File: config.mk
export PLATFORM = sky130hd
export DESIGN_NAME = regfile_dump_sequencer
export DESIGN_NICKNAME = d
export VERILOG_FILES = /design/src/rtl/regfile_dump_sequencer.sv
export SDC_FILE = /design/constraint.sdc
export NUM_CORES = 1
export LEC_CHECK = 0
export ABC_CLOCK_PERIOD_IN_PS = 1900
export BUFFER_PORTS_ARGS = -buffer_cell sky130_fd_sc_hd__buf_2
export CAP_MARGIN = 20
export CORE_UTILIZATION = 40
export DETAILED_ROUTE_END_ITERATION = 7
export HOLD_SLACK_MARGIN = 0.1
export PLACE_DENSITY = 0.66
export SLEW_MARGIN = 20
export SYNTH_ARGS = -nofsm -noshare
export SYNTH_HDL_FRONTEND = slang
export SYNTH_SLANG_ARGS = --single-unit
File: constraint.sdc
create_clock -name clk -period 1.9 [get_ports clk]
set_input_delay 0.285 -clock clk [delete_from_list [all_inputs] [get_ports clk]]
set_output_delay 0.285 -clock clk [all_outputs]
set_load 0.01 [all_outputs]
File: src/rtl/regfile_dump_sequencer.sv
// Walks the core debug select port over a register range and streams each
// captured {index, data} pair to a consumer over a valid/ready handshake.
module regfile_dump_sequencer #(
   parameter int SEL_W  = 5,
   parameter int DATA_W = 16,
   parameter int SETTLE = 2
) (
   input  logic              clk,
   input  logic              resetn,
   input  logic              start,
   input  logic              continuous,
   input  logic              abort,
   input  logic [SEL_W-1:0]  first_reg,
   input  logic [SEL_W-1:0]  last_reg,
   output logic [SEL_W-1:0]  select,
   input  logic [DATA_W-1:0] register_value,
   output logic              out_valid,
   input  logic              out_ready,
   output logic [SEL_W-1:0]  out_index,
   output logic [DATA_W-1:0] out_data,
   output logic              busy,
   output logic              done
);

   typedef enum logic [1:0] {
      ST_IDLE    = 2'd0,
      ST_WAIT    = 2'd1,
      ST_PRESENT = 2'd2
   } state_t;

   localparam logic [3:0] CNT_LOAD = 4'(SETTLE - 1);

   state_t              r_state;
   logic [SEL_W-1:0]    r_select;
   logic [3:0]          r_cnt;
   logic [SEL_W-1:0]    r_first;
   logic [SEL_W-1:0]    r_last;
   logic                r_cont;
   logic                r_out_valid;
   logic [SEL_W-1:0]    r_out_index;
   logic [DATA_W-1:0]   r_out_data;
   logic                r_busy;
   logic                r_done;

   state_t              w_state_next;
   logic [SEL_W-1:0]    w_select_next;
   logic [3:0]          w_cnt_next;
   logic [SEL_W-1:0]    w_first_next;
   logic [SEL_W-1:0]    w_last_next;
   logic                w_cont_next;
   logic                w_out_valid_next;
   logic [SEL_W-1:0]    w_out_index_next;
   logic [DATA_W-1:0]   w_out_data_next;
   logic                w_done_next;
   logic                w_handshake;

   assign w_handshake = r_out_valid & out_ready;

   always_comb begin
      w_state_next     = r_state;
      w_select_next    = r_select;
      w_cnt_next       = r_cnt;
      w_first_next     = r_first;
      w_last_next      = r_last;
      w_cont_next      = r_cont;
      w_out_valid_next = r_out_valid;
      w_out_index_next = r_out_index;
      w_out_data_next  = r_out_data;
      w_done_next      = 1'b0;

      // abort wins over everything; select is left where it was
      if (abort) begin
         w_state_next     = ST_IDLE;
         w_out_valid_next = 1'b0;
      end else begin
         case (r_state)
            ST_IDLE: begin
               if (start) begin
                  w_first_next  = first_reg;
                  w_last_next   = last_reg;
                  w_cont_next   = continuous;
                  w_select_next = first_reg;
                  w_cnt_next    = CNT_LOAD;
                  w_state_next  = ST_WAIT;
               end
            end
            ST_WAIT: begin
               if (r_cnt != 4'd0) begin
                  w_cnt_next = r_cnt - 4'd1;
               end else begin
                  w_out_data_next  = register_value;
                  w_out_index_next = r_select;
                  w_out_valid_next = 1'b1;
                  w_state_next     = ST_PRESENT;
               end
            end
            ST_PRESENT: begin
               if (w_handshake) begin
                  w_out_valid_next = 1'b0;
                  if (r_select != r_last) begin
                     // natural modulo wrap gives the first>last walk for free
                     w_select_next = r_select + 1'b1;
                     w_cnt_next    = CNT_LOAD;
                     w_state_next  = ST_WAIT;
                  end else begin
                     w_done_next = 1'b1;
                     if (r_cont) begin
                        w_select_next = r_first;
                        w_cnt_next    = CNT_LOAD;
                        w_state_next  = ST_WAIT;
                     end else begin
                        w_state_next = ST_IDLE;
                     end
                  end
               end
            end
            default: begin
               w_state_next     = ST_IDLE;
               w_out_valid_next = 1'b0;
            end
         endcase
      end
   end

   always_ff @(posedge clk or negedge resetn) begin
      if (!resetn) begin
         r_state     <= ST_IDLE;
         r_select    <= '0;
         r_cnt       <= '0;
         r_first     <= '0;
         r_last      <= '0;
         r_cont      <= 1'b0;
         r_out_valid <= 1'b0;
         r_out_index <= '0;
         r_out_data  <= '0;
         r_busy      <= 1'b0;
         r_done      <= 1'b0;
      end else begin
         r_state     <= w_state_next;
         r_select    <= w_select_next;
         r_cnt       <= w_cnt_next;
         r_first     <= w_first_next;
         r_last      <= w_last_next;
         r_cont      <= w_cont_next;
         r_out_valid <= w_out_valid_next;
         r_out_index <= w_out_index_next;
         r_out_data  <= w_out_data_next;
         r_busy      <= (w_state_next != ST_IDLE);
         r_done      <= w_done_next;
      end
   end

   assign select    = r_select;
   assign out_valid = r_out_valid;
   assign out_index = r_out_index;
   assign out_data  = r_out_data;
   assign busy      = r_busy;
   assign done      = r_done;

endmodule

==> reports/qor.csv, run 1 <==
metric,value,unit
CTS tree,yes,
clock buffer depth,2,
Avg Synthesized Cell Area,11.14,sq um
HPWL after DPL,3152,um
period utilization,93.53,%
nets,301,
final worst slack,0.1230,ns
average via count per standard cell,4.896,
layout cells sized above 1,41.79,%
critical setup path kind,reg2reg,
Place WS,0.1412,ns
DR pass1 iterations,4,
placed insts,329,
cell taking the most area after synthesis,dfrtp_1,
Synthesis Warnings,0,
vias in the first global route,1488,
max frequency,0.5627,GHz
#FFs+latches synth,46,
Cells after Synth,193,
Reg power frac,43.7,%
Final Hold Vio Count,0,
Lkg Pwr,0.001376,uW
Critical Path Start Type,flip-flop,
NetSw,1252,uW
sw frac,34.17,%
Die X,75.33,um
initial antenna violation count,0,
sequential cell area,1151,sq um
Worst Path Max Fanout,8,
post-DR wirelength/cell,12.86,um
H-tree depth,2,
total CTS buffers,5,
number of fill cells,466,
top_reg_cell synth,dfrtp_1,
non-filler instance count after layout,338,
Hold WS,0.1757,ns
Logic pwr share,39.6,%
"Clk pin slew, worst setup/hold paths",0.08,ns
initial core utilization,41.85,%
I/O Buffers,60,
antenna-violating nets left,0,
cell-internal power,2412,uW
gr ovfl total,0,
# diodes,0,
DRC viols,0,
final setup fails,0,
Peak VDD IR,0.4999,mV
Crit. End Element,flip-flop,
count of pins over their slew limit,0,
Reg2Reg Setup Slack,0.12,ns
PwrDens,1348,nW/um^2
total track usage,16.34,%
status,completed,
WP data required,2.08,ns
post-synth top area share,53.52,%
ranking of synthesized cells by area,"dfrtp_1 (54%), mux2_2 (11%), nand2_1 (6.6%), nor2_1 (2.3%), xnor2_1 (2.0%)",
final WL,4347,um
Tightest Pin Transition,0.5474,ns
RSZ-0062 raised after global routing,no,
"Distinct cells, synth",39,
num rows,26,
worst relative slew slack,63.51,%
Final Wtd Congestion,0.7559,
first-pass GRT wire length,6969,um
Setup TNS,0,ns
clock tree root buffer cell,clkbuf_8,
Tmin final,1.777,ns
Die Y,75.33,um
hold crit path type,in2reg,
Area growth syn-to-layout,26.35,%
IO Count,61,
"EDFF count, synth",0,
synthesized cell area,2151,sq um
full die area,5675,sq um
vias,1655,
maxcap violations,0,
largest net degree at the start of global routing,25,
"Clk Latency, worst-skew pair",0.29,ns
skew final,0.004737,ns
syn nets,227,
post-synthesis sequential area ratio,53.52,%
Clock Power Share,16.8,%
TritonCTS Sinks,46,
total power,3664,uW
async set-or-reset flop fraction in the synthesized netlist,100.0,%
crit path DAT,1.95,ns
Initial DRC Count,58,
core region area,5140,sq um
post-cts sizing count,0,
area occupied by multi-input gates,935.9,sq um
-- cell type report --
type / count / area share [%]
clock inverters: 1 / 0.1842
repair buffers: 74 / 15.93
flip-flops and latches: 46 / 42.36
inverters: 5 / 0.6906
multi-input cells: 135 / 34.44
clock buffers: 7 / 3.177
well taps: 70 / 3.223
-- per-stage QoR --
step	area (sq um)	utilization, %
after detailed placement	2616	50.90
after CTS	2718	52.87
final	2718	52.87
after floorplan	2151	-
after global placement	2616	50.90
after global routing	2718	52.87
-- synthesized netlist by cell type, types with 2 or more instances --
library cell	n
mux2i_1	3
buf_2	3
dfrtp_1	46
buf_6	2
and3_1	5
mux2_2	21
o21ai_0	5
nor4_1	3
mux2_1	3
nand2b_1	3
ha_1	2
o211ai_1	2
nor3_1	5
nand2_1	38
xnor2_1	5
xor2_1	2
inv_1	5
o32a_2	2
clkbuf_1	2
nor2_1	13
a22o_1	2
nand3_1	3
a21oi_1	2
-- what timing repair did --
action / 4_1_cts / 5_1_grt
hold buffers: 1 / 0
setup endpoints to repair: 0 / 0
endpoints found under the hold margin: 22 / 0
setup buffers: 0 / 0
-- state kept, by name, summed over array words and instances (netlist names), 2 cells and up --
name	cells
out_data	16
out_index	5
r_cnt	4
r_first	5
r_last	5
r_state	2
select	5
-- critical path, stage by stage, from the launching register on --
cell and delay [ns]:
dfrtp_1 0.45, nor2_1 0.22, o21a_2 0.18, o41a_1 0.26, buf_4 0.19, nand2_1 0.06, o32a_2 0.31
-- routing by layer --
metal	share of wire [%]	GRT usage, %
met5	0	0
met4	0.58	4.321
met3	4.6	3.571
met2	46	26.09
met1	49	22.65
-- power groups by stage --
stage | combinational, uW | clock [uW] | sequential [uW]
floorplan | 754 | 0 | 1760
global placement | 1440 | 0 | 1600
detailed placement | 1460 | 0 | 1620
CTS | 1470 | 649 | 1600
global route | 1610 | 677 | 1660
finish | 1450 | 615 | 1600
-- path summary, 6_finish.rpt --
kind	end	start	cells past startpoint
max	select[3]$_DFFE_PN0P_	r_state[0]$_DFF_PN0_	6
min	r_last[3]$_DFFE_PN0P_	last_reg[3]	3
max reg2reg	select[3]$_DFFE_PN0P_	r_state[0]$_DFF_PN0_	6
min reg2reg	r_first[2]$_DFFE_PN0P_	r_first[2]$_DFFE_PN0P_	2
max in group asynchronous	r_cnt[2]$_DFFE_PN0P_	resetn	3
min in group asynchronous	r_last[0]$_DFFE_PN0P_	resetn	2
-- cell families (layout without fill, tap and decap cells) --
group | count (synthesis) | after routing | synth area share (%)
AND/OR/NAND/NOR | 78 | 78 | 16.87
flip-flops | 46 | 46 | 53.52
buffers and inverters | 12 | 87 | 2.967
XOR/XNOR | 8 | 8 | 4.131
adder cells (fa/ha/maj) | 2 | 2 | 1.163
AO/OA/AOI/OAI | 20 | 20 | 7.388
multiplexers | 27 | 27 | 13.96
-- cell usage in the layout, fill, tap and decap left out, drive strengths merged, types with 4 or more instances in the layout --
master / instances
nand3: 4
nor2: 13
and3: 5
mux2: 24
clkbuf: 7
buf: 73
inv: 5
xnor2: 6
nand2: 38
nor3: 6
dfrtp: 46
o21ai: 7
No activity file was read; power rests on OpenSTA's default activity.
==> run 2, diff against run 1 <==
- CORE_UTILIZATION: 40 -> 35
- HOLD_SLACK_MARGIN: 0.1 -> not set
- PLACE_DENSITY: 0.66 -> 0.59
==> run 2 against run 1 <==
  * Non-clock buffer count increased by 1
  * Sequential power about the same
  * Combinational power about the same
  * Worst setup slack better by 0.0069 ns
  * Fmax rose by 0.39%
  * Critical path depth is 1 lower
  * Critical path type unchanged
  * Largest power group unchanged
==> reports/qor.csv, run 2 (synthesis gave the netlist of run 1 again) <==
metric,value,unit
Hold Crit Start,continuous,
critical-path cell list,"xnor2_4, nand3_2, o31a_2, o211ai_1, mux2_1",
total track usage,14.87,%
num rows,28,
RSZ-0062 raised after global routing,yes,
HPWL after DPL,3241,um
"Setup Fix Bufs, Post-CTS",0,
Tightest Pin Transition,0.4647,ns
clock buffer depth,2,
worst relative slew slack,68.91,%
Die X,80.39,um
clock tree root buffer cell,clkbuf_8,
nets,302,
Initial DRC Count,77,
gr ovfl total,0,
H-tree depth,2,
sequential cell area,1151,sq um
reg2reg start,select[2]$_DFFE_PN0P_,
Crit path largest cell delay,0.45,ns
period utilization,93.16,%
status,completed,
core region area,5921,sq um
post-DR wirelength/cell,12.71,um
initial antenna violation count,0,
Clock Power Share,22.6,%
critical path's slowest cell,dfrtp_1,
"Clk Latency, worst-skew pair",0.30,ns
Peak VDD IR,0.5813,mV
layout cells sized above 1,42.38,%
Logic pwr share,37.0,%
max frequency,0.5649,GHz
WP data required,2.08,ns
Lkg Pwr,0.001405,uW
antenna-violating nets left,0,
Final Wtd Congestion,0.7840,
hold crit path type,in2reg,
final WL,4373,um
critical setup path kind,reg2reg,
total power,3929,uW
first-pass GRT wire length,7231,um
crit path DAT,1.95,ns
Setup TNS,0,ns
area occupied by multi-input gates,935.9,sq um
I/O Buffers,60,
"Clk pin slew, worst setup/hold paths",0.08,ns
max reg flops,16,
Reg2Reg Setup Slack,0.13,ns
sw frac,31.73,%
DRC viols,0,
largest net degree at the start of global routing,45,
total CTS buffers,5,
DR pass1 iterations,4,
vias in the first global route,1579,
Area growth syn-to-layout,29.38,%
Critical Path Start Type,flip-flop,
skew final,0.005397,ns
count of pins over their slew limit,0,
"most common cell after layout, fill and taps aside",buf_2,
initial core utilization,36.33,%
NetSw,1247,uW
# diodes,0,
average via count per standard cell,4.770,
full die area,6463,sq um
Tmin final,1.770,ns
Util after Layout,47.00,%
TritonCTS Sinks,46,
Final Hold Vio Count,0,
cell-internal power,2682,uW
PwrDens,1412,nW/um^2
number of fill cells,566,
final setup fails,0,
CTS tree,yes,
vias,1641,
Die Y,80.39,um
maxcap violations,0,
Worst Path Max Fanout,4,
"commonest non-fill, non-tap cells in the layout","buf_2 (60), dfrtp_1 (46), nand2_1 (38)",
Reg power frac,40.4,%
IO Count,61,
Critical Path Source,select[2]$_DFFE_PN0P_,
Crit. End Element,flip-flop,
[run 2: changes by cell type in the layout (fill, tap and decap cells not counted), sizes merged]
cell,previous run,this run
buf,73,74
clkinv,1,0
bufinv,0,2
clkbuf,7,6
[run 2: critical path: cells and delay by family, from the launching register on]
kind	cells	cell delay, ns
AND/OR/NAND/NOR	1	0.12
AO/OA/AOI/OAI	2	0.56
multiplexers	1	0.34
XOR/XNOR	1	0.18
flip-flops	1	0.45
[run 2: final cells by class]
| class | count | share of cell area (%) |
|---|---|---|
| timing repair buffer | 75 | 15.83 |
| clock inverter | 2 | 2.158 |
| sequential | 46 | 41.37 |
| inverter | 5 | 0.6745 |
| clock buffer | 6 | 2.968 |
| multi-input combinational | 135 | 33.63 |
| tap | 75 | 3.372 |
[run 2: final timing paths]
| check | to | cells after the start |
|---|---|---|
| hold reg to reg | r_first[4]$_DFFE_PN0P_ | 2 |
| setup reg to reg | r_cnt[2]$_DFFE_PN0P_ | 5 |
| max in group asynchronous | r_first[4]$_DFFE_PN0P_ | 3 |
| min in group asynchronous | out_data[13]$_DFFE_PN0P_ | 2 |
| setup / recovery | r_cnt[2]$_DFFE_PN0P_ | 5 |
| hold / removal | r_cont$_DFFE_PN0P_ | 3 |
[run 2: metal layers]
layer / GRT usage [%] / wire, um
met5: 0 / 0
met4: 5.357 / 65
met3: 4.091 / 262
met2: 23.64 / 1888
met1: 19.23 / 2157
[run 2: what timing repair did]
item | in CTS | in global routing
hold buffers | 1 | 0
gates resized for setup | 0 | 0
hold endpoints to repair | 5 | 0
endpoints found under the setup margin | 0 | 1
[run 2: power by group through the flow]
stage	registers [uW]	logic (uW)	clock network (uW)
floorplan	1760	754	0
global placement	1600	1450	0
detailed placement	1610	1470	0
CTS	1590	1480	920
global route	1640	1630	954
finish	1590	1450	890
[run 2: metrics by stage]
stage / cell area [sq um] / hold slack (ns) / worst slack, ns / cells
2_1_floorplan: 2151 / -0.01059 / 0.1136 / 193
3_3_place_gp: 2630 / 0.09488 / 0.1518 / 335
3_5_place_dp: 2630 / 0.09734 / 0.1338 / 335
4_1_cts: 2783 / 0.1618 / 0.1199 / 344
5_1_grt: 2783 / 0.1756 / -0.004442 / 344
6_report: 2783 / 0.1684 / 0.1299 / 344
==> run 3, diff against run 2 <==
- ABC_CLOCK_PERIOD_IN_PS: 1900 -> not set
- MAX_ROUTING_LAYER: not set -> met4
==> run 3 against run 2 <==
  * Critical path type unchanged
  * Clock skew is essentially flat
  * Count of clock-buffer cells in the layout is the same
  * Sequential share of layout area is the same
  * Cell count is the same
  * Worst setup slack gained 0.0025 ns
  * Routed wire length shrank 0.21%
  * Register-to-register slack is essentially flat
  * Die area is the same
  * Largest power group unchanged
==> reports/qor.csv, run 3 (synthesis gave the netlist of run 1 again) <==
metric,value,unit
status,completed,
crit path DAT,1.95,ns
Reg power frac,40.3,%
clock tree root buffer cell,clkbuf_8,
Lkg Pwr,0.001405,uW
nets,302,
Crit. End Element,flip-flop,
PwrDens,1412,nW/um^2
max reg flops,16,
total track usage,15.28,%
Hold Crit Start,continuous,
skew final,0.005853,ns
CTS tree,yes,
FF-to-FF path depth,5,
layout cells sized above 1,42.38,%
reg2reg start,select[2]$_DFFE_PN0P_,
core region area,5921,sq um
Util after Layout,47.00,%
DR pass1 iterations,4,
gr ovfl total,0,
WP data required,2.08,ns
critical setup path kind,reg2reg,
HPWL after DPL,3241,um
max frequency,0.5657,GHz
Reg2Reg Setup Slack,0.13,ns
Setup TNS,0,ns
period utilization,93.03,%
maxcap violations,0,
"Clk pin slew, worst setup/hold paths",0.08,ns
Logic pwr share,37.0,%
RSZ-0062 raised after global routing,yes,
Tmin final,1.768,ns
I/O Buffers,60,
sw frac,31.76,%
vias in the first global route,1578,
cell-internal power,2682,uW
Hold Path Depth,3,
Critical Path Start Type,flip-flop,
Clock Power Share,22.7,%
area occupied by multi-input gates,935.9,sq um
total CTS buffers,5,
vias,1645,
IO Count,61,
Peak VDD IR,0.5813,mV
full die area,6463,sq um
Finished Cell Area,2783,sq um
total power,3930,uW
Tightest Pin Transition,0.4604,ns
initial antenna violation count,0,
Final Wtd Congestion,0.7950,
"Clk Latency, worst-skew pair",0.30,ns
num rows,28,
clock buffer depth,2,
NetSw,1248,uW
final setup fails,0,
H-tree depth,2,
Die Y,80.39,um
placed cell areas,2630,sq um
WHS Endpoint,r_cont$_DFFE_PN0P_,
sequential cell area,1151,sq um
TritonCTS Sinks,46,
Initial DRC Count,76,
final WL,4364,um
placed insts,335,
# diodes,0,
antenna-violating nets left,0,
Final Hold Vio Count,0,
worst relative slew slack,69.19,%
Die X,80.39,um
post-DR wirelength/cell,12.69,um
average via count per standard cell,4.782,
Worst Path Max Fanout,4,
"most common cell after layout, fill and taps aside",buf_2,
hold crit path type,in2reg,
first-pass GRT wire length,7238,um
largest net degree at the start of global routing,45,
RR Endpoint,r_cnt[2]$_DFFE_PN0P_,
"commonest non-fill, non-tap cells in the layout","buf_2 (60), dfrtp_1 (46), nand2_1 (38)",
number of fill cells,566,
non-filler instance count after layout,344,
initial core utilization,36.33,%
DRC viols,0,
count of pins over their slew limit,0,
Area growth syn-to-layout,29.38,%
==> run 3: cell counts in the layout (fill, tap and decap cells not counted) <==
No cell type changed its count.
==> run 3: cell type report <==
class | count | share of cell area [%]
clock buffers | 6 | 2.968
clock inverters | 2 | 2.158
inverters | 5 | 0.6745
multi-input cells | 135 | 33.63
flip-flops and latches | 46 | 41.37
well taps | 75 | 3.372
repair buffers | 75 | 15.83
==> run 3: worst max-delay path, cell delays in order (launching register included) <==
cell	delay, ns
dfrtp_1	0.45
xnor2_4	0.18
nand3_2	0.12
o31a_2	0.38
o211ai_1	0.18
mux2_1	0.34
==> run 3: worst max path at each step <==
| stage | start | endpoint | slack [ns] | cells after the start |
|---|---|---|---|---|
| final | select[2]$_DFFE_PN0P_ | r_cnt[2]$_DFFE_PN0P_ | 0.13 | 5 |
| after global routing | r_cnt[0]$_DFFE_PN0P_ | r_cnt[2]$_DFFE_PN0P_ | -0.004 | 6 |
| after floorplan | select[2]$_DFFE_PN0P_ | r_cnt[2]$_DFFE_PN0P_ | 0.11 | 6 |
| after CTS | select[2]$_DFFE_PN0P_ | r_cnt[1]$_DFFE_PN0P_ | 0.12 | 5 |
| after global placement | r_cnt[0]$_DFFE_PN0P_ | r_cnt[2]$_DFFE_PN0P_ | 0.15 | 6 |
| after detailed placement | select[2]$_DFFE_PN0P_ | r_cnt[1]$_DFFE_PN0P_ | 0.13 | 5 |
==> run 3: layer usage <==
metal	track usage (%)	up-vias	wire, um
met4	5.357	0	62
met3	4.091	4	253
met5	-	-	0
li1	-	808	-
met2	23.64	50	1894
met1	19.23	783	2154
==> run 3: power groups by stage <==
stage | Clock (uW) | Combinational, uW | Sequential, uW
after detailed placement | 0 | 1470 | 1610
after global placement | 0 | 1450 | 1600
final | 892 | 1450 | 1590
after global routing | 954 | 1630 | 1640
after floorplan | 0 | 754 | 1760
after CTS | 920 | 1480 | 1590
==> run 3: timing repair <==
| item | in CTS | in global routing |
|---|---|---|
| gates resized for setup | 0 | 0 |
| hold buffers | 1 | 0 |
| hold endpoints to repair | 5 | 0 |
| setup buffers | 0 | 0 |
| endpoints found under the setup margin | 0 | 1 |
==> run 3: stage by stage <==
stage / hold WS (ns) / worst slack, ns
2_1_floorplan: -0.01059 / 0.1136
5_1_grt: 0.1756 / -0.004442
3_5_place_dp: 0.09734 / 0.1338
3_3_place_gp: 0.09488 / 0.1518
6_report: 0.1655 / 0.1324
4_1_cts: 0.1618 / 0.1199
